==> config.mk <==
export PLATFORM = sky130hd
export DESIGN_NAME = modexp_sequencer_flat
export DESIGN_NICKNAME = d
export VERILOG_FILES = /design/src/rtl/modexp_sequencer_if.sv /design/src/rtl/modexp_sequencer.sv /design/src/flat_wrapper.sv
export SDC_FILE = /design/constraint.sdc
export NUM_CORES = 2
export LEC_CHECK = 0
export CAP_MARGIN = 20
export CORE_AREA = 2 2 697 699
export DETAILED_ROUTE_END_ITERATION = 12
export DIE_AREA = 0 0 699 701
export MAX_ROUTING_LAYER = met4
export PLACE_DENSITY = 0.33
export SLEW_MARGIN = 30
export SYNTH_ARGS = -nofsm -noshare
export SYNTH_HDL_FRONTEND = slang
export SYNTH_SLANG_ARGS = --single-unit
==> constraint.sdc <==
create_clock -name clk -period 6.1 [get_ports clk]
set_input_delay 1.83 -clock clk [delete_from_list [all_inputs] [get_ports clk]]
set_output_delay 1.83 -clock clk [all_outputs]
set_load 0.05 [all_outputs]
==> src/rtl/modexp_sequencer_if.sv <==
// Bus between the modexp sequencer and the Montgomery multiply slave.
// The master drives the operands and the run/load enable; the slave answers with endflag and answer.
interface modexp_sequencer_if #(
    parameter int WIDTH = 256
);
    logic             slv_en;
    logic [WIDTH-1:0] slv_multiplicand;
    logic [WIDTH-1:0] slv_indata;
    logic             slv_pow_bit;
    logic             slv_endflag;
    logic [WIDTH-1:0] slv_answer;

    modport master (
        output slv_en, slv_multiplicand, slv_indata, slv_pow_bit,
        input  slv_endflag, slv_answer
    );

    modport slave (
        input  slv_en, slv_multiplicand, slv_indata, slv_pow_bit,
        output slv_endflag, slv_answer
    );
endinterface

==> src/rtl/modexp_sequencer.sv <==
// Left-to-right square-and-multiply modular exponentiation controller.
// It issues one Montgomery slave pass per exponent bit, MSB first, and returns the accumulator.
//
// state  | meaning
// IDLE   | waiting for start; outputs held
// LOAD   | slave en=0, slave latches acc / base / current exponent MSB
// RUN    | slave en=1, waiting for endflag under the watchdog
// DONE   | publish acc to result, pulse done
module modexp_sequencer #(
    parameter int WIDTH   = 256,
    parameter int EBITS   = 256,
    parameter int TIMEOUT = 64
) (
    input  logic                clk,
    input  logic                rst_n,
    input  logic                start,
    input  logic [EBITS-1:0]    exponent,
    input  logic [WIDTH-1:0]    base_mont,
    input  logic [WIDTH-1:0]    one_mont,
    output logic                busy,
    output logic                done,
    output logic                error,
    output logic [WIDTH-1:0]    result,
    modexp_sequencer_if.master  slv
);
    localparam int CW = $clog2(EBITS + 1);
    localparam int WW = $clog2(TIMEOUT + 1);

    typedef enum logic [1:0] {
        S_IDLE,
        S_LOAD,
        S_RUN,
        S_DONE
    } state_t;

    state_t           state;
    logic [EBITS-1:0] exp_reg;
    logic [WIDTH-1:0] base_reg;
    logic [WIDTH-1:0] acc;
    logic [CW-1:0]    bitcnt;
    logic [WW-1:0]    wdog;
    logic             en_q;

    // Slave operands come straight from the working registers, so they are stable through a pass.
    assign slv.slv_en           = en_q;
    assign slv.slv_multiplicand = acc;
    assign slv.slv_indata       = base_reg;
    assign slv.slv_pow_bit      = exp_reg[EBITS-1];

    always_ff @(posedge clk or negedge rst_n) begin
        if (!rst_n) begin
            state    <= S_IDLE;
            exp_reg  <= '0;
            base_reg <= '0;
            acc      <= '0;
            bitcnt   <= '0;
            wdog     <= '0;
            en_q     <= 1'b0;
            busy     <= 1'b0;
            done     <= 1'b0;
            error    <= 1'b0;
            result   <= '0;
        end else begin
            done  <= 1'b0;
            error <= 1'b0;
            case (state)
                S_IDLE: begin
                    if (start) begin
                        acc  <= one_mont;
                        busy <= 1'b1;
                        if (exponent != '0) begin
                            exp_reg  <= exponent;
                            base_reg <= base_mont;
                            bitcnt   <= CW'(EBITS);
                            state    <= S_LOAD;
                        end else begin
                            state <= S_DONE;
                        end
                    end
                end
                S_LOAD: begin
                    wdog  <= WW'(TIMEOUT - 1);
                    en_q  <= 1'b1;
                    state <= S_RUN;
                end
                S_RUN: begin
                    // endflag is checked first so it wins over a coincident timeout
                    if (slv.slv_endflag) begin
                        acc     <= slv.slv_answer;
                        exp_reg <= exp_reg << 1;
                        bitcnt  <= bitcnt - 1'b1;
                        en_q    <= 1'b0;
                        state   <= (bitcnt == CW'(1)) ? S_DONE : S_LOAD;
                    end else if (wdog == '0) begin
                        error <= 1'b1;
                        en_q  <= 1'b0;
                        busy  <= 1'b0;
                        state <= S_IDLE;
                    end else begin
                        wdog <= wdog - 1'b1;
                    end
                end
                S_DONE: begin
                    result <= acc;
                    done   <= 1'b1;
                    busy   <= 1'b0;
                    state  <= S_IDLE;
                end
                default: state <= S_IDLE;
            endcase
        end
    end
endmodule

==> src/flat_wrapper.sv <==
// flat-port wrapper written by rule: the top's interface ports become plain ports
module modexp_sequencer_flat 
#(
    parameter int WIDTH   = 256,
    parameter int EBITS   = 256,
    parameter int TIMEOUT = 64
)
  (clk, rst_n, start, exponent, base_mont, one_mont, busy, done, error, result, slv_slv_en, slv_slv_multiplicand, slv_slv_indata, slv_slv_pow_bit, slv_slv_endflag, slv_slv_answer);
  modexp_sequencer_if #(.WIDTH(WIDTH)) slv_i ();
  input  logic clk;
  input  logic rst_n;
  input  logic start;
  input  logic [EBITS-1:0] exponent;
  input  logic [WIDTH-1:0] base_mont;
  input  logic [WIDTH-1:0] one_mont;
  output logic busy;
  output logic done;
  output logic error;
  output logic [WIDTH-1:0] result;
  output wire logic [$bits(slv_i.slv_en)-1:0] slv_slv_en;
  output wire logic [$bits(slv_i.slv_multiplicand)-1:0] slv_slv_multiplicand;
  output wire logic [$bits(slv_i.slv_indata)-1:0] slv_slv_indata;
  output wire logic [$bits(slv_i.slv_pow_bit)-1:0] slv_slv_pow_bit;
  input wire logic [$bits(slv_i.slv_endflag)-1:0] slv_slv_endflag;
  input wire logic [$bits(slv_i.slv_answer)-1:0] slv_slv_answer;
  assign slv_slv_en = slv_i.slv_en;
  assign slv_slv_multiplicand = slv_i.slv_multiplicand;
  assign slv_slv_indata = slv_i.slv_indata;
  assign slv_slv_pow_bit = slv_i.slv_pow_bit;
  assign slv_i.slv_endflag = slv_slv_endflag;
  assign slv_i.slv_answer = slv_slv_answer;
  modexp_sequencer #(.WIDTH(WIDTH), .EBITS(EBITS), .TIMEOUT(TIMEOUT)) u_core (.clk(clk), .rst_n(rst_n), .start(start), .exponent(exponent), .base_mont(base_mont), .one_mont(one_mont), .busy(busy), .done(done), .error(error), .result(result), .slv(slv_i));
endmodule
==> metrics.txt <==
# TYPE chip_impl_metric gauge
chip_impl_metric{name="placement_rows",unit=""} 255
chip_impl_metric{name="vias_in_the_first_global_route",unit=""} 38089
chip_impl_metric{name="layout_worst_path_cycle_share",unit="%"} 78.8
chip_impl_info{name="outcome",value="completed"} 1
chip_impl_metric{name="track_usage",unit="%"} 15.6
chip_impl_info{name="root_buffer",value="clkbuf_16"} 1
chip_impl_info{name="final_common_cell",value="clkdlybuf4s50_1"} 1
chip_impl_metric{name="synth_register_bits",unit=""} 1046
chip_impl_metric{name="nFillCells",unit=""} 53260
chip_impl_metric{name="global_route.overflow_total",unit=""} 0
chip_impl_metric{name="seq_area",unit="µm²"} 26200
chip_impl_metric{name="drt_first_iter_violations",unit=""} 1561
chip_impl_metric{name="io_buffer_count",unit=""} 1800
chip_impl_metric{name="detail_route.first_pass.iterations",unit=""} 5
chip_impl_metric{name="htreeDepth",unit=""} 4
chip_impl_metric{name="detail_route.vias_per_cell",unit=""} 3.07
chip_impl_metric{name="post-layout-total-power",unit="W"} 0.0545
chip_impl_metric{name="synth_seq_area_share",unit="%"} 55.9
chip_impl_metric{name="synth_area",unit="µm²"} 46800
chip_impl_metric{name="via_count",unit=""} 35945
chip_impl_metric{name="clk_pin_slew_worst_paths",unit="ns"} 0.06
chip_impl_metric{name="syn2layout_area_growth",unit="%"} 66.2
chip_impl_metric{name="timing_worst_slew_pin_value",unit="ns"} 1.12
chip_impl_metric{name="route.antenna.remaining_nets",unit=""} 0
chip_impl_info{name="rsz0062_at_grt",value="no"} 1
chip_impl_metric{name="cts_max_path_buffers",unit=""} 4
chip_impl_metric{name="crit_required",unit="ns"} 6.81
chip_impl_metric{name="die-area",unit="µm²"} 490000
chip_impl_metric{name="die-height",unit="µm"} 701
chip_impl_info{name="hold_class",value="register to register"} 1
chip_impl_metric{name="synth.yosys.warnings",unit=""} 0
chip_impl_metric{name="drt_drc_violations_left",unit=""} 0
chip_impl_metric{name="yosys-mux-area-fraction",unit="%"} 33.8
chip_impl_metric{name="hold_violations",unit=""} 0
chip_impl_metric{name="post_synth_fa_ha_maj_area_fraction",unit="%"} 0.160
chip_impl_metric{name="detail_route.wl_per_cell",unit="µm"} 32.8
chip_impl_metric{name="ys_async_sr_fraction",unit="%"} 100
chip_impl_metric{name="postSynthNetCount",unit=""} 4282
chip_impl_info{name="critical_path_sink_type",value="register"} 1
chip_impl_metric{name="multi_input_comb_area",unit="µm²"} 19300
chip_impl_metric{name="compound_cell_area_share_of_the_yosys_netlist",unit="%"} 3.32
chip_impl_info{name="startpoint_type",value="primary input"} 1
chip_impl_metric{name="final.min_clock_period",unit="ns"} 4.80
chip_impl_info{name="critPathKind",value="primary input to register"} 1
chip_impl_metric{name="final.setup.worst_slack",unit="ns"} 1.30
chip_impl_metric{name="synth.avg_cell_area",unit="µm²"} 14.4
chip_impl_metric{name="total_wirelength_of_the_detailed_routed_design",unit="µm"} 384000
chip_impl_metric{name="maxClockFrequency",unit="GHz"} 0.208
chip_impl_metric{name="dieWidth",unit="µm"} 699
chip_impl_metric{name="power_density",unit="nW/µm²"} 700
chip_impl_metric{name="synth_simple_gate_area_share",unit="%"} 3.77
chip_impl_metric{name="ir_worst_vdd",unit="µV"} 414
chip_impl_metric{name="max_cap_viol_count",unit=""} 0
chip_impl_metric{name="clock_sink_count",unit=""} 1046
chip_impl_metric{name="antenna_found_initial",unit=""} 212
chip_impl_metric{name="initial_cell_density_of_the_core",unit="%"} 9.72
chip_impl_metric{name="clock_latency_late_sink",unit="ns"} 0.86
chip_impl_metric{name="finalMaxSlewViolations",unit=""} 0
chip_impl_metric{name="num-nets-final",unit=""} 6120
chip_impl_metric{name="place_ws",unit="ns"} 0.294
chip_impl_metric{name="reported_leakage_power",unit="nW"} 30.7
chip_impl_info{name="ys.flop_type",value="dfrtp_1"} 1
chip_impl_metric{name="grt_max_degree",unit=""} 142
chip_impl_metric{name="post_cts.resized_instances",unit=""} 0
chip_impl_metric{name="holdBufCountCts",unit=""} 0
chip_impl_info{name="layout.cells.most_common_list",value="clkdlybuf4s50_1, dfrtp_1, mux2_2"} 1
chip_impl_metric{name="grt_first_pass_wirelength",unit="µm"} 476000
chip_impl_metric{name="cts_made_buffers",unit=""} 159
chip_impl_metric{name="synth_xor_area_share",unit="%"} 0.0187
chip_impl_metric{name="critPathMaxFanout",unit=""} 34
chip_impl_metric{name="half_perimeter_wire_length_after_detailed_placement",unit="µm"} 330000
chip_impl_metric{name="postSynthCellCount",unit=""} 3248
chip_impl_metric{name="critPathArrivalTime",unit="ns"} 5.52
chip_impl_info{name="synth_top_family_by_area",value="multiplexers"} 1
chip_impl_metric{name="drive_gt1_share",unit="%"} 28.3
chip_impl_metric{name="fin_worst_skew",unit="ns"} 0.0586
chip_impl_metric{name="setup_viols_final",unit=""} 0
chip_impl_metric{name="synth.lib_cells_used.distinct",unit=""} 42
chip_impl_metric{name="slew-limit-headroom",unit="%"} 25.3
chip_impl_info{name="cts_tree",value="built"} 1
chip_impl_metric{name="number_of_enable_type_register_cells_in_the_synthesized_netlist",unit=""} 0
chip_impl_metric{name="postCtsSetupBuffers",unit=""} 0
chip_impl_metric{name="core",unit="µm²"} 482000
chip_impl_metric{name="io_pins",unit=""} 1801
chip_impl_metric{name="routabilityCongestion",unit=""} 0.948
synthesized netlist by cell type (3+ instances only):
cell | n | area, µm²
nor2_1 | 8 | 30.0
nor4_1 | 67 | 419
nand4_1 | 18 | 113
and3_1 | 4 | 25.0
nand3_1 | 11 | 55.1
inv_1 | 18 | 67.6
buf_2 | 6 | 30.0
o22ai_1 | 3 | 18.8
buf_12 | 22 | 440
dfrtp_1 | 1046 | 26200
a221oi_1 | 4 | 35.0
ha_1 | 6 | 75.1
mux2_2 | 562 | 6330
buf_1 | 7 | 26.3
buf_6 | 31 | 349
a21oi_1 | 10 | 50.1
nor3_1 | 3 | 15.0
nand2_1 | 269 | 1010
clkbuf_1 | 138 | 518
o21ai_0 | 268 | 1340
mux2_4 | 460 | 6910
nand2b_1 | 3 | 18.8
mux2i_1 | 259 | 2590
per-stage QoR:
stage	cells	hold WS, ns	cell area, µm²	util [%]	setup TNS, ns
floorplan	3248	0.472	46800	-	0
detailed placement	11350	0.488	72200	15.0	0
CTS	11629	0.503	77600	16.1	0
global route	11711	0.512	77800	16.2	0
finish	11723	0.500	77900	16.2	0
global placement	11346	0.485	72500	15.0	-104.35
power breakdown:
| part | switching, W | internal [W] | total, W |
|---|---|---|---|
| logic | 0.0202 | 0.0112 | 0.0314 |
| clock network | 0.00393 | 0.00587 | 0.00980 |
| registers | 0.00274 | 0.0105 | 0.0133 |
worst paths after layout:
path	cells past startpoint	start	endpoint	slack, ns
worst max register to register	6	u_core.state[0]	u_core.exp_reg[243]	2.70
worst max-delay path	9	exponent[131]	u_core.slv.slv_indata[156]	1.30
worst min register to register	2	u_core.wdog[6]	u_core.wdog[6]	0.50
worst min-delay path	2	u_core.wdog[6]	u_core.wdog[6]	0.50
min in group asynchronous	1	rst_n	u_core.exp_reg[110]	0.85
max in group asynchronous	3	rst_n	u_core.slv.slv_multiplicand[239]	3.47
layer usage:
layer	routed length [µm]	vias to the layer above	track usage [%]
met5	0	-	-
met4	13900	0	4.47
met3	40900	489	7.09
met2	189000	1553	26.5
met1	141000	18375	16.1
li1	-	15528	-
final cells by class:
type / count / area share, %
Inverter: 19 / 0.0916
Tap cell: 6425 / 10.3
Clock inverter: 62 / 1.20
Clock buffer: 217 / 5.73
Multi-Input combinational cell: 1978 / 24.8
Timing Repair Buffer: 1882 / 24.0
Antenna cell: 94 / 0.302
Sequential cell: 1046 / 33.6
worst max-delay path: stages:
cell and delay (ns):
clkdlybuf4s50_1 0.53, nor4_1 0.55, nand4_1 0.27, nor4_1 0.69, buf_4 0.26, nand4_1 0.13
and3_4 0.35, buf_4 0.40, mux2_4 0.37
kinds of logic after synthesis:
kind of cell / Yosys count
AOI/OAI and AO/OA: 298
xor gates and xnor gates: 1
adders and majority gates: 6
buffers and inverters: 224
DFF: 1046
muxes: 1281
and+or+nand+nor: 392
(Power assumes the default switching activity.)
